$ cat src/rtl/mem1_pkg.sv
// Shared definitions for the MEM1 data-access stage: FSM state codes,
// word-offset width and the memory-operation decode with load-over-store priority.
package mem1_pkg;

  localparam int WORD_OFFSET_BITS = 3;

  typedef logic [1:0] state_t;
  localparam state_t IDLE      = 2'd0;
  localparam state_t REQ       = 2'd1;
  localparam state_t WAIT_RESP = 2'd2;

  typedef logic [1:0] mem_op_t;
  localparam mem_op_t OP_ALU   = 2'd0;
  localparam mem_op_t OP_LOAD  = 2'd1;
  localparam mem_op_t OP_STORE = 2'd2;

  // A load wins when both flags are set.
  function automatic mem_op_t decode_op(input logic load_flag, input logic store_flag);
    mem_op_t op_s;
    if (load_flag) begin
      op_s = OP_LOAD;
    end else if (store_flag) begin
      op_s = OP_STORE;
    end else begin
      op_s = OP_ALU;
    end
    return op_s;
  endfunction

endpackage

$ cat src/rtl/mem1_result_register.sv
// Valid/ready holding register for MEM1 results; holds out_* while stalled downstream.
// MEM1_ALIGN_CHECK_EN adds the misaligned flag to the held result.
module mem1_result_register #(
  parameter int DATA_WIDTH        = 64,
  parameter int REG_INDEX_BITS    = 5,
  parameter int THREAD_INDEX_BITS = 3
) (
  input  logic                         clk,
  input  logic                         reset,
  input  logic                         res_load,
  input  logic                         res_write_enable,
  input  logic [THREAD_INDEX_BITS-1:0] res_thread_index,
  input  logic [REG_INDEX_BITS-1:0]    res_reg_index,
  input  logic [DATA_WIDTH-1:0]        res_data,
`ifdef MEM1_ALIGN_CHECK_EN
  input  logic                         res_misaligned,
  output logic                         out_misaligned,
`endif
  input  logic                         out_ready,
  output logic                         out_valid,
  output logic                         out_write_enable,
  output logic [THREAD_INDEX_BITS-1:0] out_thread_index,
  output logic [REG_INDEX_BITS-1:0]    out_reg_index,
  output logic [DATA_WIDTH-1:0]        out_data
);

  logic                         valid_r;
  logic                         write_enable_r;
  logic [THREAD_INDEX_BITS-1:0] thread_index_r;
  logic [REG_INDEX_BITS-1:0]    reg_index_r;
  logic [DATA_WIDTH-1:0]        data_r;
`ifdef MEM1_ALIGN_CHECK_EN
  logic                         misaligned_r;
`endif

  // Load a new result, otherwise retire the held one once downstream takes it.
  always_ff @(posedge clk or negedge reset) begin
    if (!reset) begin
      valid_r        <= 1'b0;
      write_enable_r <= 1'b0;
      thread_index_r <= {THREAD_INDEX_BITS{1'b0}};
      reg_index_r    <= {REG_INDEX_BITS{1'b0}};
      data_r         <= {DATA_WIDTH{1'b0}};
`ifdef MEM1_ALIGN_CHECK_EN
      misaligned_r   <= 1'b0;
`endif
    end else if (res_load) begin
      valid_r        <= 1'b1;
      write_enable_r <= res_write_enable;
      thread_index_r <= res_thread_index;
      reg_index_r    <= res_reg_index;
      data_r         <= res_data;
`ifdef MEM1_ALIGN_CHECK_EN
      misaligned_r   <= res_misaligned;
`endif
    end else if (out_ready) begin
      valid_r <= 1'b0;
    end
  end

  assign out_valid        = valid_r;
  assign out_write_enable = write_enable_r;
  assign out_thread_index = thread_index_r;
  assign out_reg_index    = reg_index_r;
  assign out_data         = data_r;
`ifdef MEM1_ALIGN_CHECK_EN
  assign out_misaligned   = misaligned_r;
`endif

endmodule

$ cat src/rtl/mem1_data_access.sv
// MEM1 pipeline stage: ALU pass-through or one data-memory load/store per instruction.
// Optional MEM1_ALIGN_CHECK_EN short-circuits misaligned accesses and adds out_misaligned.
module mem1_data_access
  import mem1_pkg::*;
#(
  parameter int DATA_WIDTH        = 64,
  parameter int REG_INDEX_BITS    = 5,
  parameter int THREAD_INDEX_BITS = 3,
  parameter int ADDR_WIDTH        = 10,
  parameter int STALL_COUNT_WIDTH = 32
) (
  input  logic                         clk,
  input  logic                         reset,
  input  logic                         in_valid,
  output logic                         in_ready,
  input  logic                         in_load_word_flag,
  input  logic                         in_store_word_flag,
  input  logic [THREAD_INDEX_BITS-1:0] in_thread_index,
  input  logic [REG_INDEX_BITS-1:0]    in_reg_index,
  input  logic [DATA_WIDTH-1:0]        in_data,
  input  logic [DATA_WIDTH-1:0]        in_store_data,
  output logic                         mem_req_valid,
  input  logic                         mem_req_ready,
  output logic                         mem_req_write,
  output logic [ADDR_WIDTH-1:0]        mem_req_addr,
  output logic [DATA_WIDTH-1:0]        mem_req_wdata,
  input  logic                         mem_resp_valid,
  input  logic [DATA_WIDTH-1:0]        mem_resp_rdata,
  output logic                         out_valid,
  input  logic                         out_ready,
  output logic                         out_write_enable,
  output logic [THREAD_INDEX_BITS-1:0] out_thread_index,
  output logic [REG_INDEX_BITS-1:0]    out_reg_index,
  output logic [DATA_WIDTH-1:0]        out_data,
`ifdef MEM1_ALIGN_CHECK_EN
  output logic                         out_misaligned,
`endif
  output logic [STALL_COUNT_WIDTH-1:0] stall_count
);

  state_t                         state_r;
  logic                           req_valid_r;
  logic                           req_write_r;
  logic [ADDR_WIDTH-1:0]          req_addr_r;
  logic [DATA_WIDTH-1:0]          req_wdata_r;
  logic [THREAD_INDEX_BITS-1:0]   thread_index_r;
  logic [REG_INDEX_BITS-1:0]      reg_index_r;
  logic [STALL_COUNT_WIDTH-1:0]   stall_count_r;

  mem_op_t                        op_s;
  logic                           in_ready_s;
  logic                           accept_s;
  logic                           misaligned_s;
  logic                           res_load_s;
  logic                           res_write_enable_s;
  logic [THREAD_INDEX_BITS-1:0]   res_thread_index_s;
  logic [REG_INDEX_BITS-1:0]      res_reg_index_s;
  logic [DATA_WIDTH-1:0]          res_data_s;

  assign op_s       = decode_op(in_load_word_flag, in_store_word_flag);
  assign in_ready_s = (state_r == IDLE) && (!out_valid || out_ready);
  assign accept_s   = in_valid && in_ready_s;

`ifdef MEM1_ALIGN_CHECK_EN
  logic res_misaligned_s;
  assign misaligned_s     = (op_s != OP_ALU) &&
                            (in_data[WORD_OFFSET_BITS-1:0] != {WORD_OFFSET_BITS{1'b0}});
  // Only the IDLE accept path can produce a result while in IDLE.
  assign res_misaligned_s = (state_r == IDLE) && misaligned_s;
`else
  assign misaligned_s = 1'b0;
`endif

  // Select which event, if any, produces a result this cycle.
  always_comb begin
    res_load_s         = 1'b0;
    res_write_enable_s = 1'b0;
    res_thread_index_s = thread_index_r;
    res_reg_index_s    = reg_index_r;
    res_data_s         = {DATA_WIDTH{1'b0}};
    case (state_r)
      IDLE: begin
        if (accept_s && ((op_s == OP_ALU) || misaligned_s)) begin
          res_load_s         = 1'b1;
          res_write_enable_s = !misaligned_s;
          res_thread_index_s = in_thread_index;
          res_reg_index_s    = in_reg_index;
          res_data_s         = in_data;
        end else begin
          res_load_s = 1'b0;
        end
      end
      REQ: begin
        if (mem_req_ready && req_write_r) begin
          res_load_s = 1'b1;
        end else begin
          res_load_s = 1'b0;
        end
      end
      WAIT_RESP: begin
        if (mem_resp_valid) begin
          res_load_s         = 1'b1;
          res_write_enable_s = 1'b1;
          res_data_s         = mem_resp_rdata;
        end else begin
          res_load_s = 1'b0;
        end
      end
      default: begin
        res_load_s = 1'b0;
      end
    endcase
  end

  // Access FSM and the memory request registers.
  always_ff @(posedge clk or negedge reset) begin
    if (!reset) begin
      state_r        <= IDLE;
      req_valid_r    <= 1'b0;
      req_write_r    <= 1'b0;
      req_addr_r     <= {ADDR_WIDTH{1'b0}};
      req_wdata_r    <= {DATA_WIDTH{1'b0}};
      thread_index_r <= {THREAD_INDEX_BITS{1'b0}};
      reg_index_r    <= {REG_INDEX_BITS{1'b0}};
    end else begin
      case (state_r)
        IDLE: begin
          if (accept_s && (op_s != OP_ALU) && !misaligned_s) begin
            state_r        <= REQ;
            req_valid_r    <= 1'b1;
            req_write_r    <= (op_s == OP_STORE);
            req_addr_r     <= in_data[ADDR_WIDTH+WORD_OFFSET_BITS-1:WORD_OFFSET_BITS];
            req_wdata_r    <= in_store_data;
            thread_index_r <= in_thread_index;
            reg_index_r    <= in_reg_index;
          end
        end
        REQ: begin
          if (mem_req_ready) begin
            req_valid_r <= 1'b0;
            state_r     <= req_write_r ? IDLE : WAIT_RESP;
          end
        end
        WAIT_RESP: begin
          if (mem_resp_valid) begin
            state_r <= IDLE;
          end
        end
        default: begin
          state_r     <= IDLE;
          req_valid_r <= 1'b0;
        end
      endcase
    end
  end

  // Saturating count of cycles where upstream is held off.
  always_ff @(posedge clk or negedge reset) begin
    if (!reset) begin
      stall_count_r <= {STALL_COUNT_WIDTH{1'b0}};
    end else if (in_valid && !in_ready_s && (stall_count_r != {STALL_COUNT_WIDTH{1'b1}})) begin
      stall_count_r <= stall_count_r + {{(STALL_COUNT_WIDTH-1){1'b0}}, 1'b1};
    end
  end

  mem1_result_register #(
    .DATA_WIDTH        (DATA_WIDTH),
    .REG_INDEX_BITS    (REG_INDEX_BITS),
    .THREAD_INDEX_BITS (THREAD_INDEX_BITS)
  ) u_result (
    .clk              (clk),
    .reset            (reset),
    .res_load         (res_load_s),
    .res_write_enable (res_write_enable_s),
    .res_thread_index (res_thread_index_s),
    .res_reg_index    (res_reg_index_s),
    .res_data         (res_data_s),
`ifdef MEM1_ALIGN_CHECK_EN
    .res_misaligned   (res_misaligned_s),
    .out_misaligned   (out_misaligned),
`endif
    .out_ready        (out_ready),
    .out_valid        (out_valid),
    .out_write_enable (out_write_enable),
    .out_thread_index (out_thread_index),
    .out_reg_index    (out_reg_index),
    .out_data         (out_data)
  );

  assign in_ready      = in_ready_s;
  assign mem_req_valid = req_valid_r;
  assign mem_req_write = req_write_r;
  assign mem_req_addr  = req_addr_r;
  assign mem_req_wdata = req_wdata_r;
  assign stall_count   = stall_count_r;

endmodule

$ cat config.mk
export PLATFORM = sky130hd
export DESIGN_NAME = mem1_data_access
export DESIGN_NICKNAME = d
export VERILOG_FILES = /design/src/rtl/mem1_pkg.sv /design/src/rtl/mem1_result_register.sv /design/src/rtl/mem1_data_access.sv
export SDC_FILE = /design/constraint.sdc
export NUM_CORES = 1
export LEC_CHECK = 0
export ABC_AREA = 1
export BUFFER_PORTS_ARGS = -buffer_cell sky130_fd_sc_hd__buf_2
export CORE_MARGIN = 10
export CORE_UTILIZATION = 43
export DETAILED_ROUTE_END_ITERATION = 7
export HOLD_SLACK_MARGIN = 0.05
export PLACE_DENSITY_LB_ADDON = 0.2
export SLEW_MARGIN = 20
export SYNTH_ARGS = -nofsm -noshare
export SYNTH_HDL_FRONTEND = slang
export SYNTH_SLANG_ARGS = --single-unit
$ cat constraint.sdc
create_clock -name clk -period 1.65 [get_ports clk]
set_clock_uncertainty 0.15 [all_clocks]
set_input_delay 0.2475 -clock clk [delete_from_list [all_inputs] [get_ports clk]]
set_output_delay 0.2475 -clock clk [all_outputs]
set_load 0.02 [all_outputs]
==> qor.txt <==
die height: 161 um
actual transition at the worst max-transition pin: 0.430 ns
total power divided by cell area: 1530 nW/um^2
post-synth net total: 1257
pin count of the biggest net entering global routing: 69
GRT Resource Usage Total: 26.5%
number of global-route vias before repair: 10347
count of placed standard cells in the final layout, fillers left out: 1991
count of final hold-check violations: 0
critical path launch point type: input pin
number of DRC markers after the initial detailed-route iteration: 780
Syn Inst Count: 1048
Max Clock Freq: 0.604 GHz
filler cell count: 1328
count of buffers inserted at the top-level ports: 390
FP Rows: 51
number of clock sinks seen by CTS: 192
Starting Density: 43.8%
clock root buffer master: sky130_fd_sc_hd__clkbuf_16
total iterations of the first detailed-routing run: 8
Final Worst Setup Slack: -0.00498 ns
worst slew margin relative to its limit: 71.3%
post-DR wirelength/cell: 18.6 um
antenna violations before repair: 6
setup repair after global routing missed its margin: yes
total area of multi-input combinational cells: 3460 um^2
Mapped Area: 8530 um^2
H-Tree Level Count: 4
fraction of final layout cells sized beyond drive strength 1: 33.3%
clock tree from TritonCTS: yes
max-slew violation total from the final report: 0
shortest clock period the worst path allows after layout: 1.65 ns
failing checks: setup timing
number of maximum-capacitance violations: 0
synthesized area per cell: 8.14 um^2
dpl cell area: 11300 um^2
post-route standard cell area excluding fillers: 14400 um^2
count of yosys warnings during synthesis: 0
largest vdd supply drop: 1180 uV
largest area contributor in the netlist: sky130_fd_sc_hd__dfrtp_1
sum of overflow across all layers after global routing: 0
insertion delay of the later-clocked pin in the worst-skew pair: 0.43 ns
via count: 10070
class of the tightest hold or removal check: input pin to async pin
Worst EP arrival: 1.81 ns
Yosys top cell area share: 56.3%
Longest Clk Path Bufs: 2
CTS Buf Count: 17
leakage power: 7.80 nW
ports placed on the boundary: 391
Yosys reg bits: 192
result of the run: finished with violations
first-pass GRT wire length: 55400 um
core box area: 19500 um^2
DRT Wirelength: 37100 um
main area contributors after synthesis: sky130_fd_sc_hd__dfrtp_1 56%, sky130_fd_sc_hd__nand2_1 25%, sky130_fd_sc_hd__a22oi_1 5.6%
number of nets with antenna violations after detailed routing: 0
maximum fanout count along the critical path: 19
path type of the worst setup path: input pin to flip-flop
CTS clock-pin slew for the worst setup and hold paths: 0.08 ns
Netlist cell types: 27
final weighted congestion in routability-driven placement: 0.886
part of the cycle the worst path needs: 100%
number of nets in the layout: 1917
number of remaining DRC errors: 0
data required time of the critical path: 1.81 ns
per-cell via count in the routed design: 5.06
DIE AREA: 25900 um^2
number of placed instances with taps included: 1728
Critical Path End Type: flip-flop
number of endpoints failing setup at the final stage: 3
proportion of synthesized chip area in sequential cells: 56.3%
Die X: 161 um
Final HPWL DP: 23200 um
relative area change from synthesis to final layout: 68.7%
register cell area after layout: 4820 um^2
-- synthesized netlist by cell type (all sizes together) --
cell type and count:
xnor2 5, buf 28, clkbuf 17, nand2 570
a21o 1, a21oi 1, nand3b 1, ha 1
o21ai 32, xor2 8, nor2 60, o32ai 1
dfrtp 192, nand3 20, inv 44, a22oi 64
nand4 3
-- cell usage in the layout (no fill, tap or decap), types with 2 or more instances in the layout --
cell type,n
sky130_fd_sc_hd__clkinv_8,4
sky130_fd_sc_hd__clkbuf_16,22
sky130_fd_sc_hd__inv_6,5
sky130_fd_sc_hd__o21ai_0,24
sky130_fd_sc_hd__a22oi_1,64
sky130_fd_sc_hd__nand3_1,19
sky130_fd_sc_hd__buf_12,13
sky130_fd_sc_hd__xor2_1,8
sky130_fd_sc_hd__clkbuf_8,2
sky130_fd_sc_hd__buf_8,4
sky130_fd_sc_hd__nor2_4,7
sky130_fd_sc_hd__inv_4,3
sky130_fd_sc_hd__o21ai_1,8
sky130_fd_sc_hd__inv_2,2
sky130_fd_sc_hd__dfrtp_2,11
sky130_fd_sc_hd__inv_1,38
sky130_fd_sc_hd__nand2_1,558
sky130_fd_sc_hd__nor2_1,28
sky130_fd_sc_hd__diode_2,6
sky130_fd_sc_hd__nor2_2,25
sky130_fd_sc_hd__xnor2_1,5
sky130_fd_sc_hd__nand2_2,10
sky130_fd_sc_hd__dlygate4sd3_1,207
sky130_fd_sc_hd__buf_6,4
sky130_fd_sc_hd__dfrtp_1,181
sky130_fd_sc_hd__buf_2,387
sky130_fd_sc_hd__nand4_1,3
sky130_fd_sc_hd__buf_4,65
sky130_fd_sc_hd__inv_8,3
-- registers in the layout, summed over array words and instances, names as in the netlist --
signal                     cells
mem_req_valid                  1
u_result.out_write_enable      1
stall_count                   32
mem_req_wdata                 64
mem_req_addr                  10
u_result.out_valid             1
mem_req_write                  1
state_r                        2
reg_index_r                    5
u_result.out_reg_index         5
u_result.out_thread_index      3
thread_index_r                 3
u_result.out_data             64
-- cells by family after synthesis --
logic type | share of synthesized area, %
and+or+nand+nor | 29.9
AOI/OAI and AO/OA | 7.76
DFF | 56.3
adders and majority gates | 0.147
buffers and inverters | 4.59
xor gates and xnor gates | 1.33
-- path summary, 6_finish.rpt --
path	startpoint	to	slack (ns)	depth (start not counted)
worst min register to register	mem_req_wdata[11]$_DFFE_PN0P_	mem_req_wdata[11]$_DFFE_PN0P_	0.32	2
worst max-delay path	in_store_word_flag	u_result.out_data[32]$_DFFE_PN0P_	-0.005	10
min in group clk	out_ready	mem_req_write$_DFFE_PN0P_	0.17	7
worst max register to register	stall_count[21]$_DFFE_PN0P_	stall_count[12]$_DFFE_PN0P_	0.01	9
max in group asynchronous	reset	stall_count[12]$_DFFE_PN0P_	0.62	3
worst min-delay path	reset	stall_count[7]$_DFFE_PN0P_	0.17	2
-- worst max-delay path: stages --
cell and delay (ns):
sky130_fd_sc_hd__dlygate4sd3_1 0.56, sky130_fd_sc_hd__buf_2 0.15, sky130_fd_sc_hd__nor2_4 0.15, sky130_fd_sc_hd__nand3_2 0.12, sky130_fd_sc_hd__inv_4 0.10, sky130_fd_sc_hd__nor2_4 0.04
sky130_fd_sc_hd__buf_12 0.14, sky130_fd_sc_hd__buf_12 0.15, sky130_fd_sc_hd__nand2_1 0.09, sky130_fd_sc_hd__nand2_1 0.06
-- power by group --
group          leakage (nW)  switching [mW]  internal (mW)
registers              2.43            1.13           6.58
clock network         0.283            2.06           2.06
logic                  5.09            6.52           3.64
-- layout make-up --
cell class	instances	area share, %
clock buffers	18	3.05
clock inverters	13	1.03
flip-flops and latches	192	33.5
multi-input cells	767	24.0
well taps	265	2.30
inverters	44	1.25
diodes	6	0.104
repair buffers	686	34.7
-- layer usage --
layer / share of wire, % / vias up / track usage [%]
met5: 0 / - / 0
met4: 5.6 / 0 / 16.8
met3: 9.5 / 139 / 8.15
met2: 49 / 651 / 42.7
met1: 36 / 4661 / 30.2
li1: - / 4619 / -
-- timing repair --
item                       CTS  global route
setup buffers                0            13
resized for setup            4            49
hold endpoints to repair   350             0
pin swaps                    2             5
gates cloned                 0             6
setup endpoints to repair   30           189
hold buffers               207             0
-- per-stage QoR --
| stage | hold WS, ns | setup TNS (ns) | power (mW) | setup slack, ns | util, % |
|---|---|---|---|---|---|
| final | 0.172 | -0.00906 | 22.0 | -0.00498 | 74.0 |
| after global routing | 0.204 | -5.08 | 23.2 | -0.0916 | 74.0 |
| after CTS | 0.158 | -0.335 | 21.2 | -0.0393 | 71.9 |
| after detailed placement | 0.0772 | 0 | 16.6 | 0.00563 | 58.2 |
| after global placement | 0.0790 | 0 | 16.4 | 0.00799 | 58.2 |
| after floorplan | -0.198 | -1.03 | 12.9 | -0.0535 | - |
(Power assumes the default switching activity.)
